$ cat config.mk
export PLATFORM = sky130hd
export DESIGN_NAME = result_arb
export DESIGN_NICKNAME = d
export VERILOG_FILES = /design/src/rtl/dfm_pkg.sv /design/src/rtl/rr_pick.sv /design/src/rtl/result_arb.sv
export SDC_FILE = /design/constraint.sdc
export NUM_CORES = 1
export LEC_CHECK = 0
export ABC_AREA = 1
export BUFFER_PORTS_ARGS = -buffer_cell sky130_fd_sc_hd__clkbuf_2
export CORE_AREA = 4 4 205 227
export CTS_BUF_LIST = sky130_fd_sc_hd__clkbuf_4 sky130_fd_sc_hd__clkbuf_8 sky130_fd_sc_hd__clkbuf_16
export DETAILED_ROUTE_END_ITERATION = 8
export DIE_AREA = 0 0 209 231
export PLACE_DENSITY = 0.65
export SYNTH_ARGS = -nofsm -noshare
export SYNTH_HDL_FRONTEND = slang
export SYNTH_SLANG_ARGS = --single-unit
$ cat constraint.sdc
create_clock -name clk_i -period 13.6 [get_ports clk_i]
set_input_delay 0.68 -clock clk_i [delete_from_list [all_inputs] [get_ports clk_i]]
set_output_delay 0.68 -clock clk_i [all_outputs]
set_load 0.02 [all_outputs]
$ cat src/rtl/dfm_pkg.sv
// Shared frequency-meter constants and types used as defaults by the result path.
package dfm_pkg;
  localparam int DFM_CH_NUM     = 5;
  localparam int DFM_DATA_WIDTH = 64;

  typedef logic [DFM_DATA_WIDTH-1:0]     dfm_data_t;
  typedef logic [$clog2(DFM_CH_NUM)-1:0] dfm_ch_t;
endpackage

$ cat src/rtl/rr_pick.sv
// Combinational round-robin picker: rotate requests by the pointer, find first set, unrotate.
module rr_pick #(
  parameter  int CH_NUM = 5,
  localparam int CH_W   = $clog2(CH_NUM)
) (
  input  logic [CH_NUM-1:0] req_i,
  input  logic [CH_W-1:0]   ptr_i,
  output logic              gnt_vld_o,
  output logic [CH_W-1:0]   gnt_idx_o
);
  logic [CH_NUM-1:0] rot;
  int                ffs;
  int                j;
  int                g;

  always_comb begin
    rot = '0;
    j   = 0;
    for (int i = 0; i < CH_NUM; i++) begin
      j = int'(ptr_i) + i;
      if (j >= CH_NUM) j = j - CH_NUM;
      rot[i] = req_i[j[CH_W-1:0]];
    end
  end

  // Scan downward so the lowest set position of the rotated vector wins.
  always_comb begin
    ffs = 0;
    for (int i = CH_NUM - 1; i >= 0; i--)
      if (rot[i]) ffs = i;
    g = int'(ptr_i) + ffs;
    if (g >= CH_NUM) g = g - CH_NUM;
    gnt_vld_o = |rot;
    gnt_idx_o = g[CH_W-1:0];
  end
endmodule

$ cat src/rtl/result_arb.sv
// Per-channel one-entry result buffers drained round-robin into the regfile write port.
// Overflow flags exist only when RESULT_ARB_OVF_EN is defined.
module result_arb
  import dfm_pkg::*;
#(
  parameter  int CH_NUM     = DFM_CH_NUM,
  parameter  int DATA_WIDTH = DFM_DATA_WIDTH,
  localparam int CH_W       = $clog2(CH_NUM)
) (
  input  logic                             clk_i,
  input  logic                             rst_i,
  input  logic [CH_NUM-1:0]                ch_wr_en_i,
  input  logic [CH_NUM-1:0][DATA_WIDTH-1:0] ch_wr_data_i,
  input  logic                             reg_wr_rdy_i,
  input  logic                             ovf_clr_i,
  output logic                             reg_wr_en_o,
  output logic [DATA_WIDTH-1:0]            reg_wr_data_o,
  output logic [CH_W-1:0]                  reg_wr_ch_o,
  output logic [CH_NUM-1:0]                ovf_o
);
  logic [CH_NUM-1:0]                 pend_vld;
  logic [CH_NUM-1:0][DATA_WIDTH-1:0] pend_data;
  logic [CH_W-1:0]                   rr_ptr;
  logic                              gnt_vld;
  logic [CH_W-1:0]                   gnt_idx;
  logic                              free;
  logic                              do_gnt;
  logic [CH_NUM-1:0]                 gnt_hit;

  rr_pick #(.CH_NUM(CH_NUM)) u_pick (
    .req_i     (pend_vld),
    .ptr_i     (rr_ptr),
    .gnt_vld_o (gnt_vld),
    .gnt_idx_o (gnt_idx)
  );

  assign free   = !reg_wr_en_o || reg_wr_rdy_i;
  assign do_gnt = free && gnt_vld;

  always_comb begin
    gnt_hit = '0;
    for (int c = 0; c < CH_NUM; c++)
      gnt_hit[c] = do_gnt && (gnt_idx == CH_W'(c));
  end

  always_ff @(posedge clk_i) begin
    if (rst_i) begin
      pend_vld      <= '0;
      pend_data     <= '0;
      rr_ptr        <= '0;
      reg_wr_en_o   <= 1'b0;
      reg_wr_data_o <= '0;
      reg_wr_ch_o   <= '0;
    end else begin
      // A strobe always refills its slot, even when the old word is granted this cycle.
      for (int c = 0; c < CH_NUM; c++) begin
        if (ch_wr_en_i[c]) begin
          pend_vld[c]  <= 1'b1;
          pend_data[c] <= ch_wr_data_i[c];
        end else if (gnt_hit[c]) begin
          pend_vld[c]  <= 1'b0;
        end
      end
      if (free) begin
        reg_wr_en_o <= gnt_vld;
        if (gnt_vld) begin
          reg_wr_data_o <= pend_data[gnt_idx];
          reg_wr_ch_o   <= gnt_idx;
          rr_ptr        <= (gnt_idx == CH_W'(CH_NUM - 1)) ? '0 : gnt_idx + 1'b1;
        end
      end
    end
  end

`ifdef RESULT_ARB_OVF_EN
  logic [CH_NUM-1:0] ovf_q;
  logic [CH_NUM-1:0] ovf_set;

  assign ovf_set = ch_wr_en_i & pend_vld & ~gnt_hit;

  // New overflow in the clear cycle still lands.
  always_ff @(posedge clk_i) begin
    if (rst_i) ovf_q <= '0;
    else       ovf_q <= (ovf_clr_i ? '0 : ovf_q) | ovf_set;
  end

  assign ovf_o = ovf_q;
`else
  logic unused_ovf_clr;
  assign unused_ovf_clr = ovf_clr_i;
  assign ovf_o          = '0;
`endif
endmodule

== Yosys cells after proc, flatten, opt, wreduce, memory -nomap -nowiden ==
Index checks and enable logic that the tools add are counted.
Operators by class
  $lt $le $gt $ge: 12
  add/subtract/negate cells: 12
  muxes and demuxes: 34
  equal/unequal tests: 4
  reduce and logical (&&, ||, !) cells: 16
Operator list (number)
  $bmux W64 S3: 1
  $mux W64: 1
  $mux W3: 12
  $lt A3 B4 Y1 const B: 6
  $ge A4 B3 Y1 const B: 5
  $sub A3 B3 Y3 const B: 6
  $bmux W1 S3: 5
  $mux W1: 15
  $reduce_bool A2 Y1: 5
  $add A3 B2 Y4 const B: 2
  $eq A3 B2 Y1 const B: 2
  $logic_and A1 B1 Y1: 6
  $reduce_or A5 Y1: 1
  $add A3 B1 Y4 const B: 1
  $add A3 B3 Y4: 1
  $add A3 B3 Y4 const B: 1
  $add A3 B1 Y3 const B: 1
  $eq A3 B1 Y1 const B: 1
  $eq A3 B3 Y1 const B: 1
  $ge A3 B3 Y1 const B: 1
  $logic_not A3 Y1: 1
  $reduce_and A2 Y1: 1
  $logic_not A1 Y1: 1
  $logic_or A1 B1 Y1: 1
Storage, ports and cells
  input bits: 329
  logic and storage cells: 92
  register bits after elaboration: 396

== Longest topological paths before layout ==
  depth after elaboration: 17
  gate-level depth with buffers: 33

== Modules after synthesis ==
A second synthesis with hierarchy kept.
Unflattened totals
  cell total of the unflattened synthesis: 2672
  area, all modules: 18034.8 µm²
By module, submodules not included
  result_arb: instances 1, area each 17086.4 µm², cells an instance 2503, seq. area each 7927.6 µm²
  rr_pick: instances 1, area each 948.4 µm², cells an instance 169, seq. area each 0.0 µm²

== Least setup slack after synthesis ==
OpenSTA, ideal clock, no wires.
  path kind: register -> register
  from: reg rr_ptr[1]
  to: reg reg_wr_data_o[55]
  setup slack: 9262 ps
  period minus slack after synthesis: 4338 ps
  cell stages (with the launch flop): 30
  data required time: 13484 ps
  arrival: 4223 ps
  library setup time: 116 ps
  path through: dfxtp_1 -> ha_1 -> inv_1 -> fa_1 -> inv_1 -> nand2_1 -> o21ai_0 -> inv_1 -> nand3_1 -> nand3b_1 -> nand3_1 -> nand2_1 -> nand2_1 -> inv_1 -> ha_1 -> fa_1 -> inv_1 -> ha_1 -> o21ai_1 -> nand2_2 -> o21ai_1 -> inv_1 -> buf_2 -> clkbuf_1 -> nand2_1 -> nand2_1 -> nand2_1 -> o21ai_0 -> o21ai_0 -> nor2_1
On the way
  cells in the longest elaborated chain, start to end: 15
  elaborated cells on any way between the ends: 42
  classes of those cells: add/sub: 11; order compare: 6; mux: 23; reduce/logical: 2
RTL lines
  from (decl): line result_arb.sv:23  | logic [CH_W-1:0] rr_ptr;
  from (signal assigned): line result_arb.sv:69  | rr_ptr <= (gnt_idx == CH_W'(CH_NUM - 1)) ? '0 : gnt_idx + 1'b1;
  $add A3 B3 Y4: line rr_pick.sv:20  | j = int'(ptr_i) + i;
  $ge A4 B3 Y1 / $sub A3 B3 Y3 (equally long branches): line rr_pick.sv:21  | if (j >= CH_NUM) j = j - CH_NUM;
  $mux W3: line rr_pick.sv:21
  $bmux W1 S3: line rr_pick.sv:22  | rot[i] = req_i[j[CH_W-1:0]];
  $mux W1 (not written as such): line rr_pick.sv:22
  $mux W3 (5 in series): line rr_pick.sv:30  | if (rot[i]) ffs = i;
  $add A3 B3 Y4: line rr_pick.sv:31  | g = int'(ptr_i) + ffs;
  $ge A4 B3 Y1 / $sub A3 B3 Y3 (equally long branches): line rr_pick.sv:32  | if (g >= CH_NUM) g = g - CH_NUM;
  $mux W3: line rr_pick.sv:32
  $bmux W64 S3: line result_arb.sv:67  | reg_wr_data_o <= pend_data[gnt_idx];
  $mux W64 (not written as such): line result_arb.sv:67
  to (signal assigned): line result_arb.sv:67
  to (decl): line result_arb.sv:17  | output logic [DATA_WIDTH-1:0] reg_wr_data_o,
Parallel ways exist; a longest one is shown, timed or not. The select of a mux whose other input is x is not followed.
A chain may end at the register's enable or synchronous reset.

== Worst setup path after layout ==
  from: reg rr_ptr[0]
  to: reg reg_wr_data_o[63]
Same word-level chain as after synthesis.

==> impl_metrics.ini <==
[layout]
layout-drive-gt1-share = 0.179
fillers = 4589
final_nets = 3282
utilization = 0.480
area_delta_synth_final_pct = 20.9
multi_input_area_um2 = 8510
ff_latch_area_um2 = 7930

[global_routing]
antenna_found_initial = 5
grtUsageTotal = 0.236
grt_max_degree = 145
grt_pass1_wl_um = 93400
grt_overflow = 0
grt_pass1_vias = 17700

[timing]
finalCritPeriodShare = 0.477
slew_headroom = 0.282
drv_slew = 0
grt_setup_unrepaired = false
fmax_mhz = 154
setup_violations = 0
hold_violations = 0
finalWorstPathRequiredPeriod_ns = 6.48
layout_setup_ws_ns = 7.12
tightestPinTransition_ns = 1.08
tns_ns = 0
clock_skew_ns = 0.0211

[logic_synthesis]
synth_top_family_by_area = simple AND/OR/NAND/NOR gates
synth_top_area_share = 0.452
syn_area_per_cell_um2 = 6.60
ys_seq_area_frac = 0.452
async_flop_share = 0
synth-simple-area-share = 0.310
yosys.area_share.adder = 0.0115
ys_ff_latch = 396
synth-compound-area-share = 0.156
synth_cell_type_count = 37
synthFlopType = dfxtp_1
synth_most_common_cell = nand2_1
synth_area_um2 = 17600
synthMuxAreaShare = 0
synth_edf_count = 0
synth-xor-area-share = 0.00342
synthCells = 2661
synthTopCellsByCount = 707 x nand2_1, 648 x nor2_1, 396 x dfxtp_1
synth_warnings = 0
synthTopCellsByArea = dfxtp_1 45%, nand2_1 15%, nor2_1 14%
synth.largest_area_cell = dfxtp_1

[routing]
vias = 17964
wl_um = 59100
wl_per_cell_um = 16.6
drt_iter0_drc = 1411
ant_nets = 0
drc = 0
via_per_inst = 5.05
first_pass_iters = 8

[clock_network]
clk_pin_slew_ns = 0.06
numCtsBuffers = 44
htreeDepth = 2
root_buffer = clkbuf_16
clockBufferDepth = 3
hold_buffers = 0
cts_setup_buffers = 0
cts_resized = 0
clk_latency_ns = 0.57
cts_sinks = 396
cts_tree = yes

[worst_setup_path]
crit_slowest_cell = dfxtp_1
end_kind = flip-flop
critPathMaxFanout = 67
critPathTopFamily = buffers and inverters
critPathLaunchType = flip-flop
crit_arrival_ns = 6.93
timing.critical_path.mode_cell = nand2_1
crit_required_ns = 14.05
cp_slowest_stage_delay_ns = 0.73
crit_type = reg2reg
worst-path-buf-inv = 8

[placement]
port_buffers = 395
gp_congestion = 0.840
dp_hpwl_um = 37100
dp_slack_ns = 7.12

[floorplanning]
fp.dieH_um = 231
die_area_um2 = 48300
start_util = 0.397
io_pins = 402
coreArea_um2 = 44200
rows = 81
die_x_um = 209

[run]
cap_viol_max_count = 0

[min_path]
worstHoldPathType = in2reg

[outcome]
status = completed
final timing paths:
check                                      start           endpoint  slack (ns)  cells past startpoint
worst max register to register         rr_ptr[0]  reg_wr_data_o[63]        7.12                     30
worst min-delay path            ch_wr_data_i[23]      pend_data[23]        0.33                      3
worst min register to register    pend_data[279]     pend_data[279]        0.45                      2
worst max-delay path                   rr_ptr[0]  reg_wr_data_o[63]        7.12                     30
per-stage QoR:
stage / std cells / hold WS, ns / instance area (µm²)
3_5_place_dp: 3473 / 0.442 / 19700
3_3_place_gp: 3473 / 0.437 / 19700
4_1_cts: 3554 / 0.300 / 21200
6_report: 3556 / 0.326 / 21200
2_1_floorplan: 2665 / 0.429 / 17600
5_1_grt: 3555 / 0.309 / 21200
cells by family (layout without fill, tap and decap cells):
group,Yosys count,in the layout
compound gates,543,543
buf+inv,288,596
fa+ha+maj,15,15
other cells,1,7
flops,396,396
xor+xnor,6,6
simple gates,1412,1412
cell usage in the layout, fill, tap and decap left out, types with 8 or more instances in the layout:
| master | Yosys | routed |
|---|---|---|
| nand2_1 | 707 | 707 |
| nor2_1 | 648 | 648 |
| dfxtp_1 | 396 | 396 |
| clkbuf_2 | 7 | 393 |
| o21ai_0 | 366 | 366 |
| o21ai_1 | 98 | 97 |
| inv_1 | 96 | 89 |
| a21oi_1 | 70 | 70 |
| clkbuf_16 | 0 | 45 |
| nand3_1 | 28 | 28 |
| buf_4 | 6 | 20 |
| ha_1 | 13 | 13 |
| clkbuf_4 | 0 | 11 |
| nor2_2 | 10 | 10 |
| clkinv_2 | 0 | 9 |
| inv_2 | 3 | 8 |
worst min-delay path, stage by stage:
cell and delay, ns:
clkbuf_2 0.08, nor2_1 0.03, nor2_1 0.08
flip-flops by register name, indices dropped and copies added, names as in the netlist:
name           count
pend_data        320
reg_wr_data_o     64
pend_vld           5
reg_wr_ch_o        3
rr_ptr             3
reg_wr_en_o        1
cell type report:
type,instances,area share
Multi-Input combinational cell,1981,0.401
Tap cell,581,0.0343
Antenna cell,2,0.000236
Inverter,100,0.0183
Clock buffer,60,0.0595
Timing Repair Buffer,415,0.100
Sequential cell,396,0.374
Clock inverter,21,0.0130
per-layer routing:
metal / wire [µm] / GRT usage
met1: 25200 / 0.300
met2: 28100 / 0.405
met3: 4050 / 0.0484
met4: 1690 / 0.0714
met5: 27 / 0
Power is left out: the tool's default activity adds up to more than one toggle a clock period on the data nets, which glitch-free logic cannot reach.
